==> src/rtl/alu_seq_hs_if.sv <==
// ============================================================================
//  Module      : alu_seq_hs_if
//  Description : Operand/result valid-ready bundle for the sequential ALU.
//  Revision    : 1.0  initial release
// ============================================================================
`default_nettype none

interface alu_seq_hs_if #(
  parameter int WIDTH = 16
);
  logic             in_valid;
  logic             in_ready;
  logic [2:0]       opc;
  logic [WIDTH-1:0] ina;
  logic [WIDTH-1:0] inb;
  logic             inc;
  logic             out_valid;
  logic             out_ready;
  logic [WIDTH-1:0] w;
  logic             zer;
  logic             neg;
  logic             cry;
  logic             ovf;

  modport master (
    output in_valid, opc, ina, inb, inc, out_ready,
    input  in_ready, out_valid, w, zer, neg, cry, ovf
  );

  modport slave (
    input  in_valid, opc, ina, inb, inc, out_ready,
    output in_ready, out_valid, w, zer, neg, cry, ovf
  );
endinterface

`default_nettype wire

==> src/rtl/alu_seq_hs.sv <==
// ============================================================================
//  Module      : alu_seq_hs
//  Description : Registered ALU with valid/ready handshakes and a shift-add
//                multiply on opc 111.
//  Revision    : 1.0  initial release
// ============================================================================
`default_nettype none

module alu_seq_hs #(
  parameter  int WIDTH = 16,
  localparam int CNT_W = $clog2(WIDTH) + 1
) (
  input  wire logic     clk,
  input  wire logic     rst_n,
  alu_seq_hs_if.slave   bus
);

  localparam logic [CNT_W-1:0] c_LAST = CNT_W'(WIDTH - 1);
  localparam logic [WIDTH-1:0] c_MIN  = {1'b1, {(WIDTH-1){1'b0}}};

  typedef enum logic [0:0] {
    S_IDLE = 1'b0,
    S_MUL  = 1'b1
  } state_t;

  state_t           r_state;
  logic             r_out_valid;
  logic [WIDTH-1:0] r_w;
  logic             r_zer;
  logic             r_neg;
  logic             r_cry;
  logic             r_ovf;
  logic [WIDTH-1:0] r_mcand;
  logic [WIDTH-1:0] r_mplier;
  logic [WIDTH-1:0] r_acc;
  logic [CNT_W-1:0] r_cnt;

  logic             w_accept;
  logic [WIDTH-1:0] w_add_a;
  logic [WIDTH-1:0] w_add_b;
  logic             w_add_c;
  logic [WIDTH:0]   w_sum;
  logic             w_add_ovf;
  logic [WIDTH-1:0] w_res;
  logic             w_res_cry;
  logic             w_res_ovf;
  logic [WIDTH-1:0] w_mul_acc;

  assign bus.in_ready  = (r_state == S_IDLE) && (!r_out_valid || bus.out_ready);
  assign w_accept      = bus.in_valid && bus.in_ready;
  assign bus.out_valid = r_out_valid;
  assign bus.w         = r_w;
  assign bus.zer       = r_zer;
  assign bus.neg       = r_neg;
  assign bus.cry       = r_cry;
  assign bus.ovf       = r_ovf;

  // One shared adder serves every arithmetic opcode; negate is ~A + 1.
  always_comb begin
    w_add_a = bus.ina;
    w_add_b = '0;
    w_add_c = 1'b0;
    case (bus.opc)
      3'b000: begin
        w_add_a = ~bus.ina;
        w_add_c = 1'b1;
      end
      3'b001: w_add_c = 1'b1;
      3'b010: begin
        w_add_b = bus.inb;
        w_add_c = bus.inc;
      end
      3'b011: w_add_b = {bus.inb[WIDTH-1], bus.inb[WIDTH-1:1]};
      default: ;
    endcase
  end

  assign w_sum     = {1'b0, w_add_a} + {1'b0, w_add_b} + {{WIDTH{1'b0}}, w_add_c};
  assign w_add_ovf = (w_add_a[WIDTH-1] == w_add_b[WIDTH-1]) &&
                     (w_sum[WIDTH-1] != w_add_a[WIDTH-1]);

  always_comb begin
    w_res     = '0;
    w_res_cry = 1'b0;
    w_res_ovf = 1'b0;
    case (bus.opc)
      3'b000: begin
        w_res     = w_sum[WIDTH-1:0];
        w_res_ovf = (bus.ina == c_MIN);
      end
      3'b001, 3'b010, 3'b011: begin
        w_res     = w_sum[WIDTH-1:0];
        w_res_cry = w_sum[WIDTH];
        w_res_ovf = w_add_ovf;
      end
      3'b100:  w_res = bus.ina & bus.inb;
      3'b101:  w_res = bus.ina | bus.inb;
      3'b110:  w_res = {bus.ina[WIDTH/2-1:0], bus.inb[WIDTH/2-1:0]};
      default: ;
    endcase
  end

  assign w_mul_acc = r_mplier[0] ? (r_acc + r_mcand) : r_acc;

  always_ff @(posedge clk or negedge rst_n) begin
    if (!rst_n) begin
      r_state     <= S_IDLE;
      r_out_valid <= 1'b0;
      r_w         <= '0;
      r_zer       <= 1'b0;
      r_neg       <= 1'b0;
      r_cry       <= 1'b0;
      r_ovf       <= 1'b0;
      r_mcand     <= '0;
      r_mplier    <= '0;
      r_acc       <= '0;
      r_cnt       <= '0;
    end else begin
      // A drain clears the slot; a result loading on the same edge overrides it.
      if (r_out_valid && bus.out_ready) begin
        r_out_valid <= 1'b0;
      end
      case (r_state)
        S_IDLE: begin
          if (w_accept) begin
            if (bus.opc == 3'b111) begin
              r_mcand  <= bus.ina;
              r_mplier <= bus.inb;
              r_acc    <= '0;
              r_cnt    <= '0;
              r_state  <= S_MUL;
            end else begin
              r_w         <= w_res;
              r_zer       <= (w_res == '0);
              r_neg       <= w_res[WIDTH-1];
              r_cry       <= w_res_cry;
              r_ovf       <= w_res_ovf;
              r_out_valid <= 1'b1;
            end
          end
        end
        S_MUL: begin
          r_acc    <= w_mul_acc;
          r_mcand  <= r_mcand << 1;
          r_mplier <= r_mplier >> 1;
          r_cnt    <= r_cnt + CNT_W'(1);
          // The output slot is always free here: entry required it to be free or draining.
          if (r_cnt == c_LAST) begin
            r_w         <= w_mul_acc;
            r_zer       <= (w_mul_acc == '0);
            r_neg       <= w_mul_acc[WIDTH-1];
            r_cry       <= 1'b0;
            r_ovf       <= 1'b0;
            r_out_valid <= 1'b1;
            r_state     <= S_IDLE;
          end
        end
        default: r_state <= S_IDLE;
      endcase
    end
  end

endmodule

`default_nettype wire

==> src/flat_wrapper.sv <==
// flat-port wrapper written by rule: the top's interface ports become plain ports
module alu_seq_hs_flat 
#(
  parameter  int WIDTH = 16,
  localparam int CNT_W = $clog2(WIDTH) + 1
)
  (clk, rst_n, bus_in_valid, bus_opc, bus_ina, bus_inb, bus_inc, bus_out_ready, bus_in_ready, bus_out_valid, bus_w, bus_zer, bus_neg, bus_cry, bus_ovf);
  alu_seq_hs_if #(.WIDTH(WIDTH)) bus_i ();
  input  wire logic clk;
  input  wire logic rst_n;
  input wire logic [$bits(bus_i.in_valid)-1:0] bus_in_valid;
  input wire logic [$bits(bus_i.opc)-1:0] bus_opc;
  input wire logic [$bits(bus_i.ina)-1:0] bus_ina;
  input wire logic [$bits(bus_i.inb)-1:0] bus_inb;
  input wire logic [$bits(bus_i.inc)-1:0] bus_inc;
  input wire logic [$bits(bus_i.out_ready)-1:0] bus_out_ready;
  output wire logic [$bits(bus_i.in_ready)-1:0] bus_in_ready;
  output wire logic [$bits(bus_i.out_valid)-1:0] bus_out_valid;
  output wire logic [$bits(bus_i.w)-1:0] bus_w;
  output wire logic [$bits(bus_i.zer)-1:0] bus_zer;
  output wire logic [$bits(bus_i.neg)-1:0] bus_neg;
  output wire logic [$bits(bus_i.cry)-1:0] bus_cry;
  output wire logic [$bits(bus_i.ovf)-1:0] bus_ovf;
  assign bus_i.in_valid = bus_in_valid;
  assign bus_i.opc = bus_opc;
  assign bus_i.ina = bus_ina;
  assign bus_i.inb = bus_inb;
  assign bus_i.inc = bus_inc;
  assign bus_i.out_ready = bus_out_ready;
  assign bus_in_ready = bus_i.in_ready;
  assign bus_out_valid = bus_i.out_valid;
  assign bus_w = bus_i.w;
  assign bus_zer = bus_i.zer;
  assign bus_neg = bus_i.neg;
  assign bus_cry = bus_i.cry;
  assign bus_ovf = bus_i.ovf;
  alu_seq_hs #(.WIDTH(WIDTH)) u_core (.clk(clk), .rst_n(rst_n), .bus(bus_i));
endmodule
==> config.mk <==
export PLATFORM = sky130hd
export DESIGN_NAME = alu_seq_hs_flat
export DESIGN_NICKNAME = d
export VERILOG_FILES = /design/src/rtl/alu_seq_hs_if.sv /design/src/rtl/alu_seq_hs.sv /design/src/flat_wrapper.sv
export SDC_FILE = /design/constraint.sdc
export NUM_CORES = 1
export LEC_CHECK = 0
export BUFFER_PORTS_ARGS = -buffer_cell sky130_fd_sc_hd__buf_4
export CORE_MARGIN = 4
export CORE_UTILIZATION = 56
export CTS_BUF_LIST = sky130_fd_sc_hd__clkbuf_8
export DETAILED_ROUTE_END_ITERATION = 6
export PLACE_DENSITY = 0.81
export SETUP_SLACK_MARGIN = 0.3
export SLEW_MARGIN = 40
export SYNTH_ARGS = -nofsm -noshare
export SYNTH_HDL_FRONTEND = slang
export SYNTH_SLANG_ARGS = --single-unit
==> constraint.sdc <==
create_clock -name clk -period 2.8 [get_ports clk]
set_input_delay 0.28 -clock clk [delete_from_list [all_inputs] [get_ports clk]]
set_output_delay 0.28 -clock clk [all_outputs]
set_load 0.005 [all_outputs]
After elaboration in Yosys (flattened, before gate mapping)
Index checks and enable logic that the tools add are counted.

storage, ports and cells
  flip-flop bits (word level) = 75
  output and inout port bits = 22

cells by class
  add/sub/neg operators = 4
  equal/unequal tests = 15
  multiplexer cells = 47
  bitwise gates (word level) = 4
  reductions and logical operators = 14

operators with widths
  operator                                             number
  2-to-1 mux 16 bit                                    11
  one-hot mux 16 bit (2 select lines)                  5
  one-hot mux 16 bit (4 select lines)                  1
  zero test 16 bit                                     2
  2-to-1 mux 1 bit                                     19
  adder 16 x 16 -> 17 bit                              1
  adder 17 x 1 -> 17 bit                               1
  adder 16 bit                                         1
  AND 16 bit                                           1
  equality test 16 bit, second input constant          1
  NOT 16 bit                                           1
  bitwise OR 16 bit                                    1
  one-hot mux 1 bit (2 select lines)                   8
  equality test 3 bit, second input constant           4
  2-to-1 mux 5 bit                                     2
  one-hot mux 5 bit (2 select lines)                   1
  equality test 3 x 2 -> 1 bit, second input constant  2
  != test 2 bit, second input constant                 3
  adder 5 x 1 -> 5 bit, second input constant          1
  equality test 5 x 4 -> 1 bit, second input constant  1
  logical AND 1 bit                                    4
  OR reduction 4 bit                                   1
  equality test 3 x 1 -> 1 bit, second input constant  1
  zero test 3 bit                                      1
  10 further kinds                                     10

Logic depth before layout (Yosys ltp)
  depth after elaboration = 10
  depth in mapped cells = 17
  mapped depth without buffers = 15

Least setup slack after synthesis
No wires, ideal clock.

  kind = input port to flip-flop
  start = in bus_opc[0]
  end = reg u_core.r_w[15], in the netlist u_core.bus.w[15]
  setup time = 142 ps
  arrival time = 3,991 ps
  required time = 2,658 ps
  path slack = -1,333 ps
  cell stages on the path = 15
  path through = buf_2 -> buf_1 -> buf_1 -> clkbuf_1 -> mux2i_1 -> nor2_1 -> ha_1 -> a21o_1 -> a221oi_4 -> o211ai_1 -> a31o_1 -> o21a_1 -> or3_1 -> a31oi_1 -> o221ai_1

on the way
  longest elaborated chain between the ends = 8
  elaborated cells on any way between the ends = 21
  classes of those cells = 2 x add/sub; 8 x eq/ne; 7 x mux; 4 x reduce/logical

ends and longest elaborated chain
  what                                                                           RTL line                            source
  from (decl)                                                                    flat_wrapper.sv:12                  input wire logic [$bits(bus_i.opc)-1:0] bus_opc;
  equality test 3 x 2 -> 1 bit (tied with other cells)                           alu_seq_hs.sv:63, alu_seq_hs.sv:86
  one-hot mux 16 bit (2 select lines) (tied with other cells)                    alu_seq_hs.sv:63                    case (bus.opc)
  adder 16 x 16 -> 17 bit or one-hot mux 1 bit (2 select lines) (tied branches)  alu_seq_hs.sv:78, alu_seq_hs.sv:63
  adder 17 x 1 -> 17 bit                                                         alu_seq_hs.sv:78                    assign w_sum = {1'b0, w_add_a} + {1'b0, w_add_b} + {{WIDTH{1'b0}}, w_add_c};
  one-hot mux 16 bit (4 select lines)                                            alu_seq_hs.sv:86                    case (bus.opc)
  2-to-1 mux 16 bit                                                              alu_seq_hs.sv:126                   if (bus.opc == 3'b111) begin
  2-to-1 mux 16 bit                                                              alu_seq_hs.sv:125                   if (w_accept) begin
  one-hot mux 16 bit (2 select lines)                                            alu_seq_hs.sv:123                   case (r_state)
  to (signal assigned)                                                           alu_seq_hs.sv:133                   r_w <= w_res;
  to (signal assigned)                                                           alu_seq_hs.sv:149                   r_w <= w_mul_acc;
  to (decl)                                                                      alu_seq_hs.sv:28                    logic [WIDTH-1:0] r_w;

Parallel ways exist; a longest one is shown, timed or not. The select of a mux whose other input is x is not followed.
A chain may end at the register's enable or synchronous reset.

Final worst setup path
  start = in bus_opc[0]
  end = reg u_core.r_zer, in the netlist u_core.bus.zer

on the way
  longest elaborated chain between the ends = 9
  elaborated cells on any way between the ends = 22
  classes of those cells = 2 x add/sub; 8 x eq/ne; 7 x mux; 5 x reduce/logical

ends and longest elaborated chain
  what                                                                           RTL line                            source
  equality test 3 x 2 -> 1 bit (tied with other cells)                           alu_seq_hs.sv:63, alu_seq_hs.sv:86
  one-hot mux 16 bit (2 select lines) (tied with other cells)                    alu_seq_hs.sv:63
  adder 16 x 16 -> 17 bit or one-hot mux 1 bit (2 select lines) (tied branches)  alu_seq_hs.sv:78, alu_seq_hs.sv:63
  adder 17 x 1 -> 17 bit                                                         alu_seq_hs.sv:78
  one-hot mux 16 bit (4 select lines)                                            alu_seq_hs.sv:86
  zero test 16 bit                                                               alu_seq_hs.sv:134                   r_zer <= (w_res == '0);
  2-to-1 mux 1 bit                                                               alu_seq_hs.sv:126
  2-to-1 mux 1 bit                                                               alu_seq_hs.sv:125
  one-hot mux 1 bit (2 select lines)                                             alu_seq_hs.sv:123
  to (signal assigned)                                                           alu_seq_hs.sv:134
  to (signal assigned)                                                           alu_seq_hs.sv:150                   r_zer <= (w_mul_acc == '0);
  to (decl)                                                                      alu_seq_hs.sv:29                    logic r_zer;

Parallel ways exist; a longest one is shown, timed or not. The select of a mux whose other input is x is not followed.

==> results.md <==
* Max_cap viols at 0
* Cell with the most instances after synthesis: nand2_1
* Die X at 111 um
* Syn_area_per_cell at 8.43 um2
* Antenna diode count at 0
* Port buffer count at 61
* CP Cell Sequence: buf_6 > or2_4 > nor2_4 > buf_12 > xor2_1 > ha_1 > and3_1 > a22oi_2 > o211ai_1 > a31o_1 > o21a_1 > or3_1 > a31oi_2 > a32oi_1 > o21ai_1
* Synth cell types at 73
* Clock Latency Late Sink at 0.36 ns
* TritonCTS Buffers at 9
* Most area-consuming cells after synthesis: dfrtp_1 31%, mux2i_1 7.2%, ha_1 6.7%
* Cell family with most CP delay: compound AO/OA/AOI/OAI gates
* TritonCTS clock tree: built
* Initial antenna violation count at 0
* Hold Path Class: primary input to flip-flop
* Drc violations at 0
* Yosys reg bits at 74
* CORE AREA at 0.0103 mm2
* Pwr per Cell Area at 787 mW/mm2
* CP max stage delay at 0.33 ns
* Area delta synth->final at 39.8%
* Post-Route WL at ~21 mm
* Top Ports at 62
* Routed met3 length at 1.64 mm
* CP Data Arrival Time at 3.33 ns
* Final period utilization at 1.09
* Routed Antenna Nets at 0
* Sink Count at 74
* Worst-Margin Slew at 0.702 ns
* Sequential area share after synthesis at 0.311
* Yosys top cell area share at 0.311
* Initial DRC count at 567
* Utilization after layout at 0.807
* Slew Limit Fails at 0
* Final nets at 972
* Worst Clk Skew at about 0.012 ns
* Die height at 111 um
* Outcome: complete, but fails checks
* Vias per cell at 6.31
* Gr usage total at 0.322
* Dpl hpwl at between 15 and 20 mm
* Final hold vios at 0
* Critical Path RT at 3.08 ns
* Reg clk slew, reported paths at 0.07 ns
* FMAX at ~330 MHz
* Final instance area at 0.00833 mm2
* RSZ-0062 raised after global routing: yes
* Synth area leader: dfrtp_1
* Yosys Warn Count at 0
* Setup TNS at -0.977 ns
* Setup-failing EPs final at 9
* Largest net degree at the start of global routing at 75
* Cells after synthesis at 706
* CP Max Fanout at 9
* Proportion of layout cells with a drive suffix above 1 at 0.353
* Placer Congestion at between 0.9 and 1
* Top Metal Used: met4
* Synth Cell Area at 0.00595 mm2
* Initial Utilization at 0.577
* Root Buffer: clkbuf_8
* Mapped Nets at between 700 and 800
* Static Leak at between 4 and 5 nW
* Worst VDD drop at 0.738 mV
* Placed inst area at around 0.0076 mm2
* Setup WS post-layout at -0.244 ns
* DP Cell Count at ~1000
* First drt pass iteration count at 6
* FP Rows at 37
* CP bufs+invs at 2
* Vias in the first global route at 6456
* CP Class: primary input to flip-flop
* First-pass GRT wire length at between 30 and 40 mm
* Fin crit period at 3.04 ns
* Post-synth top cells: 83 x nand2_1, 74 x dfrtp_1, 65 x nor2_1, 65 x o21ai_0, 43 x mux2i_1
* CP startpoint kind: primary input
* DIE AREA at 0.0123 mm2
* Post-synth EDFFs at 0
* CP max stage cell: or3_1
* Top FF cell, synth: dfrtp_1
* CTS Buffer Depth at 2
* H-tree depth at 3
* Failing checks: setup timing
* Detailed-route wire length on metal 1 at approximately 8.4 mm
* Total number of vias at 6548
* CP endpoint kind: flip-flop
* Met2 wire len at 10.3 mm
* Relative slew slack at 0.520
* Async set-reset flop share out of synthesis at 1.00
* Wirelength per Cell at 20.4 um
* Post-Layout Cell Count at approximately 1000
* Total gr overflow at 0
==> logic make-up after synthesis <==
kind of cell,count (synthesis),synth area share
compound gates,222,0.252
mux,45,0.0761
simple gates,233,0.184
buf+inv,59,0.0414
fa+ha+maj,43,0.0908
xor+xnor,30,0.0441
flops,74,0.311
==> state kept, by name, summed over array words and instances (netlist names), 5 cells and up <==
register         count
u_core.r_cnt         5
u_core.r_mplier     16
u_core.r_acc        16
u_core.bus.w        16
u_core.r_mcand      16
==> worst reg2reg max path, cell delays in order (launching register included) <==
cell	delay [ns]
dfrtp_1	0.41
ha_2	0.20
fa_2	0.40
a211o_1	0.31
buf_6	0.13
a21oi_4	0.14
o21ai_1	0.07
a21oi_1	0.18
xnor2_1	0.14
a2111oi_2	0.40
and4bb_1	0.25
nand4_1	0.14
o21ai_1	0.16
==> what timing repair did <==
action	in CTS	in global routing
pin swaps	33	18
buffers inserted	8	9
setup endpoints to repair	20	49
hold buffers	1	0
gates resized for setup	57	34
hold endpoints to repair	74	0
==> layout make-up <==
cell class / instances / area (um2)
Tap cell: 136 / 170
Clock buffer: 9 / 124
Clock inverter: 7 / 116
Timing Repair Buffer: 222 / 1730
Sequential cell: 74 / 1850
Fill cell: 668 / 2000
Inverter: 17 / 63.8
Multi-Input combinational cell: 573 / 4270
==> metrics by stage <==
stage / setup slack [ns] / hold slack, ns / power, W
2_1_floorplan: -0.680 / -0.0156 / 0.00363
3_3_place_gp: -0.578 / 0.460 / 0.00487
3_5_place_dp: -0.724 / 0.339 / 0.00502
4_1_cts: -0.209 / 0.157 / 0.00620
5_1_grt: -0.397 / 0.201 / 0.00697
6_report: -0.244 / 0.182 / 0.00655
==> path summary, 6_finish.rpt <==
kind / from / endpoint / slack, ns / depth (start not counted)
max in group asynchronous: rst_n / u_core.r_mplier[6] / 1.82 / 2
hold reg to reg: u_core.r_mplier[1] / u_core.r_mplier[0] / 0.50 / 2
setup reg to reg: u_core.r_mcand[0] / u_core.bus.zer / -0.21 / 12
hold / removal: bus_inb[15] / u_core.r_mplier[15] / 0.18 / 3
setup / recovery: bus_opc[0] / u_core.bus.zer / -0.24 / 15
min in group asynchronous: rst_n / u_core.r_mcand[10] / 0.51 / 2
==> placed cells by master (no fill, tap or decap), types with 5 or more instances in the layout <==
| cell type | synthesis | routed |
|---|---|---|
| a211oi_1 | 9 | 7 |
| a21o_1 | 16 | 16 |
| a21oi_1 | 35 | 28 |
| a21oi_2 | 0 | 6 |
| a22oi_1 | 8 | 8 |
| a311oi_2 | 3 | 5 |
| and3_1 | 6 | 5 |
| buf_4 | 2 | 209 |
| buf_6 | 1 | 10 |
| clkbuf_8 | 0 | 9 |
| dfrtp_1 | 74 | 74 |
| ha_1 | 32 | 28 |
| inv_1 | 17 | 17 |
| maj3_1 | 8 | 8 |
| mux2i_1 | 43 | 42 |
| nand2_1 | 83 | 77 |
| nand2_2 | 0 | 5 |
| nand2b_1 | 7 | 7 |
| nand3_1 | 9 | 8 |
| nand4_1 | 10 | 10 |
| nor2_1 | 65 | 65 |
| nor2b_1 | 9 | 7 |
| nor3_1 | 9 | 8 |
| o21a_1 | 9 | 9 |
| o21ai_0 | 65 | 51 |
| o21ai_1 | 2 | 9 |
| o21ai_2 | 1 | 7 |
| o221ai_1 | 8 | 5 |
| o22ai_1 | 16 | 13 |
| or3_1 | 5 | 5 |
| xnor2_1 | 10 | 8 |
| xor2_1 | 20 | 17 |
==> where the power goes <==
part,switching [W],total [W],internal (W)
sequential,0.000372,0.00187,0.00150
clock,0.000418,0.00101,0.000592
combinational,0.00194,0.00367,0.00174
==> layer usage <==
metal	vias up	global-route usage
met4	0	0.0949
met3	79	0.0764
met5	-	0
met1	3167	0.405
li1	2997	-
met2	305	0.550
Note: power is estimated with default switching activity, not from simulation.
